`config.mk`:
```
export PLATFORM = sky130hd
export DESIGN_NAME = la_ram_wr_arbiter
export DESIGN_NICKNAME = d
export VERILOG_FILES = /design/src/rtl/la_pkg.sv /design/src/rtl/la_sync_fifo.sv /design/src/rtl/la_ram_wr_arbiter.sv
export SDC_FILE = /design/constraint.sdc
export NUM_CORES = 1
export LEC_CHECK = 0
export ABC_AREA = 1
export CAP_MARGIN = 20
export CORE_UTILIZATION = 35
export CTS_CLUSTER_DIAMETER = 60
export CTS_CLUSTER_SIZE = 25
export DETAILED_ROUTE_END_ITERATION = 8
export HOLD_SLACK_MARGIN = 0.1
export PLACE_DENSITY = 0.53
export SLEW_MARGIN = 20
export SYNTH_ARGS = -nofsm -noshare
export SYNTH_HDL_FRONTEND = slang
export SYNTH_SLANG_ARGS = --single-unit
export TNS_END_PERCENT = 5
```
`constraint.sdc`:
```
create_clock -name clk_50M -period 3.7 [get_ports clk_50M]
set_clock_uncertainty 0.2 [all_clocks]
set_input_delay 0.555 -clock clk_50M [delete_from_list [all_inputs] [get_ports clk_50M]]
set_output_delay 0.555 -clock clk_50M [all_outputs]
set_load 0.01 [all_outputs]
```
`src/rtl/la_pkg.sv`:
```
// Shared definitions for the logic-analyzer RAM write arbiter: RAM geometry,
// arbiter state encoding and writer source ids.
package la_pkg;

   localparam int LA_ADDR_W = 17;
   localparam int LA_DATA_W = 8;

   typedef enum logic [1:0] {
      ST_IDLE  = 2'd0,
      ST_GNT_A = 2'd1,
      ST_GNT_B = 2'd2
   } arb_state_t;

   localparam logic SRC_A = 1'b0;
   localparam logic SRC_B = 1'b1;

endpackage

```
`src/rtl/la_sync_fifo.sv`:
```
// Small synchronous FIFO buffering the non-stallable UART writer.
// A push while full is accepted only when a pop frees a slot in the same cycle.
module la_sync_fifo #(
   parameter int DEPTH = 4,
   parameter int WIDTH = 25
) (
   input  logic                       clk,
   input  logic                       rst_n,
   input  logic                       i_push,
   input  logic                       i_pop,
   input  logic [WIDTH-1:0]           i_din,
   output logic [WIDTH-1:0]           o_dout,
   output logic                       o_full,
   output logic                       o_empty,
   output logic [$clog2(DEPTH+1)-1:0] o_count
);

   localparam int PTR_W = (DEPTH > 1) ? $clog2(DEPTH) : 1;
   localparam int CNT_W = $clog2(DEPTH + 1);

   logic [WIDTH-1:0] r_mem [DEPTH];
   logic [PTR_W-1:0] r_wr_ptr;
   logic [PTR_W-1:0] r_rd_ptr;
   logic [CNT_W-1:0] r_count;
   logic             w_do_pop;
   logic             w_do_push;

   assign o_full    = (r_count == CNT_W'(DEPTH));
   assign o_empty   = (r_count == '0);
   assign o_count   = r_count;
   assign o_dout    = r_mem[r_rd_ptr];
   assign w_do_pop  = i_pop && !o_empty;
   assign w_do_push = i_push && (!o_full || w_do_pop);

   // Pointers wrap naturally because DEPTH is a power of two.
   always_ff @(posedge clk or negedge rst_n) begin
      if (!rst_n) begin
         r_wr_ptr <= '0;
         r_rd_ptr <= '0;
         r_count  <= '0;
      end else begin
         if (w_do_push) r_wr_ptr <= r_wr_ptr + 1'b1;
         if (w_do_pop)  r_rd_ptr <= r_rd_ptr + 1'b1;
         case ({w_do_push, w_do_pop})
            2'b10:   r_count <= r_count + 1'b1;
            2'b01:   r_count <= r_count - 1'b1;
            default: r_count <= r_count;
         endcase
      end
   end

   always_ff @(posedge clk) begin
      if (w_do_push) r_mem[r_wr_ptr] <= i_din;
   end

endmodule

```
`src/rtl/la_ram_wr_arbiter.sv`:
```
// Shares the sample/config RAM write port between the UART loader (A, buffered)
// and the capture engine (B, valid/ready bursts) with round-robin burst grants.
module la_ram_wr_arbiter
   import la_pkg::*;
#(
   parameter int ADDR_W     = LA_ADDR_W,
   parameter int DATA_W     = LA_DATA_W,
   parameter int FIFO_DEPTH = 4,
   parameter int MAX_BURST  = 8
) (
   input  logic              clk_50M,
   input  logic              rst_n,
   input  logic              a_wr_en,
   input  logic [ADDR_W-1:0] a_wr_addr,
   input  logic [DATA_W-1:0] a_wr_data,
   input  logic              b_valid,
   output logic              b_ready,
   input  logic              b_last,
   input  logic [ADDR_W-1:0] b_addr,
   input  logic [DATA_W-1:0] b_data,
   output logic              ram_we,
   output logic [ADDR_W-1:0] ram_addr,
   output logic [DATA_W-1:0] ram_data,
   output logic              a_overflow,
   input  logic              ovf_clr,
   output logic              busy,
   output arb_state_t        o_dbg_state
);

   localparam int FIFO_W  = ADDR_W + DATA_W;
   localparam int CNT_W   = $clog2(MAX_BURST + 1);
   localparam int FCNT_W  = $clog2(FIFO_DEPTH + 1);

   arb_state_t        r_state;
   logic              r_last_gnt;
   logic [CNT_W-1:0]  r_beat_cnt;

   logic [FIFO_W-1:0] w_fifo_dout;
   logic              w_fifo_full;
   logic              w_fifo_empty;
   logic [FCNT_W-1:0] w_fifo_count;
   logic              w_pop;
   logic              w_b_beat;
   logic              w_at_max;
   logic              w_fifo_drains;

   la_sync_fifo #(
      .DEPTH (FIFO_DEPTH),
      .WIDTH (FIFO_W)
   ) u_a_fifo (
      .clk     (clk_50M),
      .rst_n   (rst_n),
      .i_push  (a_wr_en),
      .i_pop   (w_pop),
      .i_din   ({a_wr_addr, a_wr_data}),
      .o_dout  (w_fifo_dout),
      .o_full  (w_fifo_full),
      .o_empty (w_fifo_empty),
      .o_count (w_fifo_count)
   );

   // B handshake: a beat transfers in any cycle where b_valid && b_ready;
   // b_ready is high exactly while B owns the grant, and b_valid low ends the grant.
   assign b_ready       = (r_state == ST_GNT_B);
   assign w_b_beat      = b_ready && b_valid;
   assign w_pop         = (r_state == ST_GNT_A) && !w_fifo_empty;
   assign w_at_max      = (r_beat_cnt == CNT_W'(MAX_BURST - 1));
   assign w_fifo_drains = (w_fifo_count == FCNT_W'(1)) && !a_wr_en;
   assign busy          = (r_state != ST_IDLE) || !w_fifo_empty;
   assign o_dbg_state   = r_state;

   always_ff @(posedge clk_50M or negedge rst_n) begin
      if (!rst_n) begin
         r_state    <= ST_IDLE;
         r_last_gnt <= SRC_A;
         r_beat_cnt <= '0;
         ram_we     <= 1'b0;
         ram_addr   <= '0;
         ram_data   <= '0;
      end else begin
         ram_we <= 1'b0;
         if (w_pop) begin
            ram_we   <= 1'b1;
            ram_addr <= w_fifo_dout[FIFO_W-1:DATA_W];
            ram_data <= w_fifo_dout[DATA_W-1:0];
         end else if (w_b_beat) begin
            ram_we   <= 1'b1;
            ram_addr <= b_addr;
            ram_data <= b_data;
         end

         case (r_state)
            ST_IDLE: begin
               // On contention the source that did not hold the last grant wins.
               if (!w_fifo_empty && (!b_valid || r_last_gnt == SRC_B)) begin
                  r_state    <= ST_GNT_A;
                  r_last_gnt <= SRC_A;
                  r_beat_cnt <= '0;
               end else if (b_valid) begin
                  r_state    <= ST_GNT_B;
                  r_last_gnt <= SRC_B;
                  r_beat_cnt <= '0;
               end
            end
            ST_GNT_A: begin
               if (w_pop) begin
                  r_beat_cnt <= r_beat_cnt + 1'b1;
                  if (w_fifo_drains || w_at_max) r_state <= ST_IDLE;
               end else begin
                  r_state <= ST_IDLE;
               end
            end
            ST_GNT_B: begin
               if (b_valid) begin
                  r_beat_cnt <= r_beat_cnt + 1'b1;
                  if (b_last || w_at_max) r_state <= ST_IDLE;
               end else begin
                  r_state <= ST_IDLE;
               end
            end
            default: r_state <= ST_IDLE;
         endcase
      end
   end

   // A new drop outranks a simultaneous clear so no overflow event is lost.
   always_ff @(posedge clk_50M or negedge rst_n) begin
      if (!rst_n) begin
         a_overflow <= 1'b0;
      end else if (a_wr_en && w_fifo_full && !w_pop) begin
         a_overflow <= 1'b1;
      end else if (ovf_clr) begin
         a_overflow <= 1'b0;
      end
   end

endmodule

```
Word-level counts from Yosys, hierarchy flattened
Memory sizes are Yosys's and may differ from the RTL's.
Cells that the tools add are included.
{"block": "word_totals", "n_memories": 1, "mem_bits_rw": 100, "ff_bits": 41, "inputBits": 56}
{"block": "classes", "n_eq_ne": 12, "n_mux": 25, "n_reduce_logical": 29, "add_sub_neg": 5}
{"name": "u_a_fifo.r_mem", "depth": 4, "width": 25, "rd": 1, "rd_ports_with_merged_regs": 0, "wr": 1, "line": "la_sync_fifo.sv:21", "source": "logic [WIDTH-1:0] r_mem [DEPTH];"}
{"op": "17-bit 2-to-1 mux", "count": 2}
{"op": "4-bit 2-to-1 mux", "count": 4}
{"op": "8-bit 2-to-1 mux", "count": 2}
{"op": "2-bit 2-to-1 mux", "count": 6}
{"op": "4-bit one-hot mux with 3 select lines", "count": 1}
{"op": "2-bit nonzero test", "count": 5}
{"op": "1-bit logical AND", "count": 8}
{"op": "1-bit 2-to-1 mux", "count": 8}
{"op": "3-bit inequality test, second input constant", "count": 2}
{"op": "2-bit one-hot mux with 3 select lines", "count": 1}
{"op": "3-bit one-hot mux with 2 select lines", "count": 1}
{"op": "1-bit logical NOT", "count": 5}
{"op": "1-bit logical OR", "count": 5}
{"op": "2-bit by 1-bit adder with 2-bit output, second input constant", "count": 2}
{"op": "4-bit by 1-bit adder with 4-bit output, second input constant", "count": 1}
{"op": "2-bit by 1-bit == test with 1-bit output, second input constant", "count": 2}
{"op": "2-bit == test, second input constant", "count": 2}
{"op": "4-bit by 3-bit == test with 1-bit output, second input constant", "count": 1}
{"op": "4-bit AND reduction", "count": 1}
{"op": "3-bit by 1-bit adder with 3-bit output, second input constant", "count": 1}
{"op": "3-bit by 1-bit == test with 1-bit output, second input constant", "count": 1}
{"op": "3-bit == test, second input constant", "count": 1}
{"op": "3-bit logical NOT", "count": 1}
{"op": "3-bit by 2-bit inequality test with 1-bit output, second input constant", "count": 1}
{"op": "7 further kinds", "count": 7}

Depth between registers and ports, before layout
Gate-level depths: netlist of run 1.
{"block": "depth", "depth_word": 8, "mapped_depth": 12}

Cells and area by module
A second synthesis of run 1 with hierarchy kept.
{"block": "unflattened", "hier_cells": 543, "hier_area_um2": 6112.1}
{"module": "la_sync_fifo", "area_per_inst_um2": 4322.9, "instances": 1, "cells_per_inst": 330}
{"module": "la_ram_wr_arbiter", "area_per_inst_um2": 1789.2, "instances": 1, "cells_per_inst": 213}

Worst setup path before layout of run 1
Ideal clock, no wire load.
{"block": "synth_timing", "path_type": "reg2reg", "from": "register r_state[1], in the netlist o_dbg_state[1]", "to": "memory u_a_fifo.r_mem[0][0] (enable)", "t_required_ps": 3093, "path_stages_with_launch": 7, "synth_period_minus_slack_ps": 2764, "path_slack_ps": 936, "setup_time_ps": 407, "t_arrival_ps": 2157, "n_path_buf": 0, "cell_sequence": "dfrtp_1 -> inv_1 -> ha_1 -> inv_1 -> nand3_1 -> nand2_1 -> nor2_1"}
{"block": "synth_between", "elab_chain_cells": 7}
{"item": "start: declaration", "line": "la_ram_wr_arbiter.sv:34", "source": "arb_state_t r_state;"}
{"item": "start signal: assignment", "line": "la_ram_wr_arbiter.sv:74", "source": "r_state <= ST_IDLE;"}
{"item": "start signal: assignment", "line": "la_ram_wr_arbiter.sv:96", "source": "r_state <= ST_GNT_A;"}
{"item": "start signal: assignment", "line": "la_ram_wr_arbiter.sv:100", "source": "r_state <= ST_GNT_B;"}
{"item": "2-bit by 1-bit == test with 1-bit output", "line": "la_ram_wr_arbiter.sv:66", "source": "assign w_pop = (r_state == ST_GNT_A) && !w_fifo_empty;"}
{"item": "1-bit logical AND", "line": "la_ram_wr_arbiter.sv:66"}
{"item": "1-bit logical AND", "line": "la_sync_fifo.sv:32", "source": "assign w_do_pop = i_pop && !o_empty;"}
{"item": "1-bit logical OR", "line": "la_sync_fifo.sv:33", "source": "assign w_do_push = i_push && (!o_full || w_do_pop);"}
{"item": "1-bit logical AND", "line": "la_sync_fifo.sv:33"}
{"item": "1-bit 2-to-1 mux", "line": "la_sync_fifo.sv:53", "source": "if (w_do_push) r_mem[r_wr_ptr] <= i_din;"}
{"item": "1-bit 2-to-1 mux (not written as such)", "line": "la_sync_fifo.sv:53"}
{"item": "end: declaration", "line": "la_sync_fifo.sv:21"}
No other way between the ends.

Worst setup path in the final report of run 1
{"block": "layout_timing", "from": "register u_a_fifo.r_count[0], in the netlist u_a_fifo.o_count[0]", "to": "output port busy"}
{"block": "layout_between", "elab_chain_cells": 3}
{"item": "start: declaration", "line": "la_sync_fifo.sv:24", "source": "logic [CNT_W-1:0] r_count;"}
{"item": "start signal: assignment", "line": "la_sync_fifo.sv:45", "source": "2'b10: r_count <= r_count + 1'b1;"}
{"item": "start signal: assignment", "line": "la_sync_fifo.sv:46", "source": "2'b01: r_count <= r_count - 1'b1;"}
{"item": "start signal: assignment", "line": "la_sync_fifo.sv:47", "source": "default: r_count <= r_count;"}
{"item": "3-bit logical NOT", "line": "la_sync_fifo.sv:29", "source": "assign o_empty = (r_count == '0);"}
{"item": "1-bit logical NOT", "line": "la_ram_wr_arbiter.sv:69", "source": "assign busy = (r_state != ST_IDLE) || !w_fifo_empty;"}
{"item": "1-bit logical OR", "line": "la_ram_wr_arbiter.sv:69"}
{"item": "end: declaration", "line": "la_ram_wr_arbiter.sv:26", "source": "output logic busy,"}
No other way between the ends.

==> run_results.csv, run 1 <==
group,metric,value,unit
global_routing,overflow,0,
setup_path,crit_family,"buffers and inverters",
setup_path,cp_max_fo,5,
placement,dp_hpwl,8254,µm
sta,hold_violations,0,
setup_path,rrSetupSlack,1.23,ns
power,p_sw_share,34.05,%
routing,wire_per_inst,15.60,µm
floorplanning,fp.dieArea,17760,µm²
sta,setup_viol_count_final,0,
global_routing,grt_pass1_vias,4077,
power,peakVddDrop,0.3860,mV
floorplanning,dieHeight,133.3,µm
yosys,synthAdderAreaFrac,2.905,%
power,p_leak,2.981,nW
setup_path,end_kind,"primary output",
global_routing,track_usage,16.27,%
cts,clock-sinks,141,
cts,clock_path_buffers,2,
yosys,avgSynthCellArea,10.91,µm²
placement,port_buffers,86,
layout,syn2layout_area_growth,27.68,%
yosys,synth_cells,553,
yosys,synthXorXnorAreaFrac,0.7261,%
yosys,synthMuxAreaShare,0,%
floorplanning,initial_utilization,36.11,%
sta,finalCritPeriodShare,73.04,%
routing,viasPerCell,4.720,
run_status,status,"finished, final reports clean",
routing,route.detailed.drc,0,
global_routing,grt_max_degree,52,
run,maxCapViolCount,0,
cts,htreeDepth,4,
power,cellPowerDensity,826.8,nW/µm²
layout,diodes,0,
setup_path,crit_arrival,1.95,ns
setup_path,critPathKind,"reg -> out",
layout,drive_gt1_share,7.209,%
global_routing,antenna_found_initial,0,
routing,routed_wl,13600,µm
yosys,synth_compound_area_share,8.195,%
setup_path,crit_chain,"inv_1 > ha_1 > nand2_2 > inv_2 > nand2_1 > clkdlybuf4s50_1",
layout,nets,709,
floorplanning,ios,87,
routing,first_pass_iters,5,
sta,drv_slew,0,
sta,clock.fmax,370.0,MHz
setup_path,cp-start-kind,"register",
yosys,yosysWarnings,0,
yosys,syn_area,6031,µm²
setup_path,slowest_delay,0.53,ns
yosys,yosys.area_share.simple,17.14,%
cts,clkLatencyLatePin,0.42,ns
power,internal_power,0.004198,W
cts,post-cts-setup-buffers,0,
yosys,yosysSeqAreaShare,66.80,%
placement,place_area,7086,µm²
sta,setup_tns,0,ns
power,comb_power_share,34.2,%
yosys,synth-seq-cells,141,
power,p_sw,0.002168,W
cts,numCtsBuffers,17,
yosys,synthDistinctLibCells,24,
floorplanning,rows,47,
floorplanning,dieWidth,133.3,µm
power,p_seq_share,38.2,%
layout,final_common_cell,"nor2_1",
placement,routabilityCongestion,0.8142,
sta,tightest_slew,0.9892,ns
yosys,synth_top_family_by_area,"simple AND/OR/NAND/NOR gates",
sta,relSlewSlack,34.06,%
routing,vias,4116,
power,clockPowerShare,27.6,%
setup_path,worstPathRequired,2.94,ns
min_path,worst_hold_path_type,"reg -> reg",
cts,cts_tree,"done",
floorplanning,core_area,16700,µm²
layout,design_area,7700,µm²
global_routing,grt_pass1_wl,21540,µm
yosys,synth_nets,623,
sta,rsz0062_at_grt,"no",
setup_path,crit_path_top_delay_cell,"clkdlybuf4s50_1",
cts,cts-root-buf,"clkbuf_16",
routing,drtAntennaViolNets,0,
setup_path,path_buf_inv,3,
layout,layout_common_cells,"nor2_1 (110), nand2_1 (100), edfxtp_1 (100)",
cts,path_clk_slew,0.06,ns
sta,period_minus_slack,2.703,ns
routing,first_iter_violations,241,
through the flow:
stage	instances	worst slack, ns	power (W)	hold WS, ns	util, %
global placement	839	1.263	0.004631	0.2606	42.43
CTS	871	0.9747	0.006449	0.1400	46.03
finish	872	0.9975	0.006366	0.2766	46.10
global route	872	0.8476	0.006797	0.3057	46.10
detailed placement	839	1.221	0.004674	0.2667	42.43
floorplan	553	0.9361	0.003856	0.05941	-
routing by layer:
metal / vias up / part of all wire (%) / global-route usage [%]
li1: 2038 / - / -
met4: 0 / 1.4 / 6.376
met5: - / 0 / 0
met2: 88 / 49 / 26.88
met1: 1973 / 45 / 20.50
met3: 17 / 4.2 / 4.033
area by class of cell:
type	instances	area, µm²
clock buffer	24	461.7
multi-input combinational	358	1757
fill	1562	9001
clock inverter	8	140.1
tap	220	275.3
sequential	141	4031
inverter	27	101.3
timing repair buffer	94	933.4
path summary, 6_finish.rpt:
path                                        end                start  cells after the start
max                                        busy  u_a_fifo.o_count[0]                      6
min                                 ram_data[0]          ram_data[0]                      2
max reg2reg                 u_a_fifo.o_count[2]       o_dbg_state[1]                     10
min reg2reg                         ram_data[0]          ram_data[0]                      2
max in group asynchronous  u_a_fifo.r_rd_ptr[1]                rst_n                      2
min in group asynchronous            a_overflow                rst_n                      2
power groups by stage:
stage	Clock (W)	Combinational, W	Sequential [W]
final	0.00176	0.00218	0.00243
after floorplan	0	0.00145	0.00240
after global routing	0.00185	0.00246	0.00249
after CTS	0.00179	0.00222	0.00244
after global placement	0	0.00218	0.00246
after detailed placement	0	0.00221	0.00247
what timing repair did:
action                    CTS  global route
hold endpoints to repair    0            41
hold buffers                0             1
resized for setup           0             0
synthesized netlist by cell type (all sizes together):
cell type	number	area (µm²)
a21oi	3	15.01
buf	17	116.4
clkbuf	10	37.54
dfrtp	41	1026
edfxtp	100	3003
ha	14	175.2
inv	27	101.4
nand2	101	381.6
nand3	30	150.1
nand3b	1	7.510
nand4	4	25.02
nor2	116	459.2
nor3	1	10.01
o21a	25	187.7
o21ai	57	285.3
o22ai	1	6.260
xnor2	2	17.52
xor2	3	26.28
cells by family (layout without fill, tap and decap cells):
| group | Yosys count | after routing |
|---|---|---|
| buf+inv | 54 | 153 |
| xor+xnor | 5 | 5 |
| simple gates | 253 | 253 |
| flops | 141 | 141 |
| fa+ha+maj | 14 | 14 |
| compound gates | 86 | 86 |
sequential cells by signal (all words and copies together) (netlist names):
signal	count
u_a_fifo.r_mem	100
ram_addr	17
ram_data	8
r_beat_cnt	4
u_a_fifo.o_count	3
o_dbg_state	2
u_a_fifo.r_rd_ptr	2
u_a_fifo.r_wr_ptr	2
a_overflow	1
r_last_gnt	1
ram_we	1
worst reg2reg max path: cells and delay by family (launching register included):
family	cells	cell delay (ns)
DFF	1	0.42
xor gates and xnor gates	1	0.13
and+or+nand+nor	3	0.60
AOI/OAI and AO/OA	1	0.10
adders and majority gates	2	0.55
buffers and inverters	3	0.38
(Power assumes the default switching activity.)
==> run 2: changes to the inputs <==
==> constraint.sdc (replaced) <==
create_clock -name clk_50M -period 2.5 [get_ports clk_50M]
set_clock_uncertainty 0.2 [all_clocks]
set_input_delay 0.375 -clock clk_50M [delete_from_list [all_inputs] [get_ports clk_50M]]
set_output_delay 0.375 -clock clk_50M [all_outputs]
set_load 0.01 [all_outputs]
==> run 2 against run 1 <==
Die area unchanged. Sequential share of layout area decreased by 1.1 points. Sequential power increased by 45%. Routed wire length increased by 1.3%. Core utilization increased by 1.0 points. Largest power group unchanged.
==> run_results.csv, run 2 (same netlist as run 1, synthesis figures left out) <==
group,metric,value,unit
layout,largest_reg_flops,100,
layout,layoutNonFillerInstCount,884,
run,maxCapViolCount,0,
global_routing,grt_max_degree,52,
floorplanning,initial_utilization,36.11,%
cts,numCtsBuffers,17,
sta,hold_violations,0,
setup_path,end_kind,"primary output",
setup_path,crit_chain,"inv_1 > ha_1 > clkdlybuf4s50_1",
cts,htreeDepth,4,
cts,clock_path_buffers,2,
routing,vias,4125,
placement,dp_cells,850,
placement,routabilityCongestion,0.7680,
sta,clock.fmax,439.7,MHz
floorplanning,fp.dieArea,17760,µm²
setup_path,worstPathRequired,1.92,ns
placement,dp_hpwl,8993,µm
global_routing,track_usage,16.88,%
setup_path,cp-start-kind,"register",
layout,reg.largest.list,"u_a_fifo.r_mem: 100 flops, ram_addr: 17 flops, ram_data: 8 flops",
global_routing,overflow,0,
routing,routed_wl,13780,µm
layout,largest_register,"u_a_fifo.r_mem",
sta,period_minus_slack,2.274,ns
routing,first_pass_iters,4,
layout,regArea,4031,µm²
power,report.power.total,0.009619,W
setup_path,crit_arrival,1.70,ns
global_routing,antenna_found_initial,0,
layout,syn2layout_area_growth,30.48,%
power,p_leak,3.054,nW
cts,path_clk_slew,0.06,ns
power,peakVddDrop,0.8879,mV
routing,viasPerCell,4.666,
setup_path,critPathKind,"reg -> out",
cts,clkLatencyLatePin,0.41,ns
layout,layout_common_cells,"nor2_1 (110), nand2_1 (100), edfxtp_1 (100)",
floorplanning,ios,87,
run_status,status,"finished, final reports clean",
layout,nets,721,
routing,first_iter_violations,256,
sta,drv_slew,0,
routing,route.detailed.drc,0,
layout,diodes,0,
layout,multi_input_area,1759,µm²
floorplanning,dieWidth,133.3,µm
setup_path,slowest_delay,0.55,ns
floorplanning,core_area,16700,µm²
cts,cts-root-buf,"clkbuf_16",
layout,n_fill_cell,1542,
global_routing,grt_pass1_wl,22660,µm
power,cellPowerDensity,1222,nW/µm²
placement,port_buffers,86,
sta,tightest_slew,0.5469,ns
setup_path,cp_max_fo,5,
min_path,worst_hold_path_type,"in -> async",
routing,drtAntennaViolNets,0,
floorplanning,dieHeight,133.3,µm
sta,rsz0062_at_grt,"no",
cts,cts_tree,"done",
floorplanning,rows,47,
layout,fin_util,47.12,%
sta,setup_viol_count_final,0,
global_routing,grt_pass1_vias,4172,
routing,wire_per_inst,15.59,µm
cts,clock-sinks,141,
setup_path,crit_path_top_delay_cell,"clkdlybuf4s50_1",
sta,finalCritPeriodShare,90.96,%
sta,setup_tns,0,ns
layout,drive_gt1_share,9.789,%
sta,relSlewSlack,63.54,%
layout,final_common_cell,"nor2_1",
## run 2: where the power goes
group	total [W]	internal (W)	switching (W)
clock network	0.00261	0.00166	0.000951
logic	0.00349	0.00146	0.00203
registers	0.00352	0.00319	0.000330
## run 2: timing repair
item,4_1_cts,5_1_grt
setup endpoints to repair,1,1
cloned,0,0
resized for setup,0,3
buffers inserted,1,0
endpoints found under the hold margin,41,0
hold buffers,1,0
## run 2: critical path, delay by kind of cell, from the launching register on
family                     cells  cell delay, ns
buffers and inverters          2            0.66
DFF                            1            0.42
adders and majority gates      1            0.21
## run 2: path summary, 6_finish.rpt
path / slack, ns / endpoint / cells after the start / from
max: 0.23 / b_ready / 3 / o_dbg_state[0]
min: 0.19 / a_overflow / 2 / rst_n
max reg2reg: 0.23 / u_a_fifo.o_count[2] / 10 / o_dbg_state[1]
min reg2reg: 0.28 / ram_addr[10] / 2 / ram_addr[10]
max in group asynchronous: 1.35 / ram_addr[8] / 3 / rst_n
min in group clk_50M: 0.28 / ram_addr[10] / 2 / ram_addr[10]
## run 2: final cells by class
cell class                 count  area share (%)
tap                          220           3.498
clock buffer                  20           5.947
inverter                      27           1.320
sequential                   141           51.23
multi-input combinational    358           22.36
timing repair buffer         106           13.64
clock inverter                12           2.003
## run 2: routing by layer
| metal | wire [µm] | global-route usage [%] | vias up |
|---|---|---|---|
| li1 | - | - | 2063 |
| met1 | 6549 | 22.21 | 1951 |
| met2 | 6521 | 27.08 | 100 |
| met3 | 564 | 4.756 | 11 |
| met4 | 145 | 5.051 | 0 |
| met5 | 0 | 0 | - |
## run 2: stage by stage
step                cell area, µm²  hold slack, ns  setup slack [ns]
detailed placement            7218         0.09805            0.3016
global route                  7869          0.2143            0.1056
floorplan                     6031         -0.1206           -0.2639
finish                        7869          0.1925            0.2259
global placement              7218          0.1005            0.3622
CTS                           7861          0.2028          0.006269
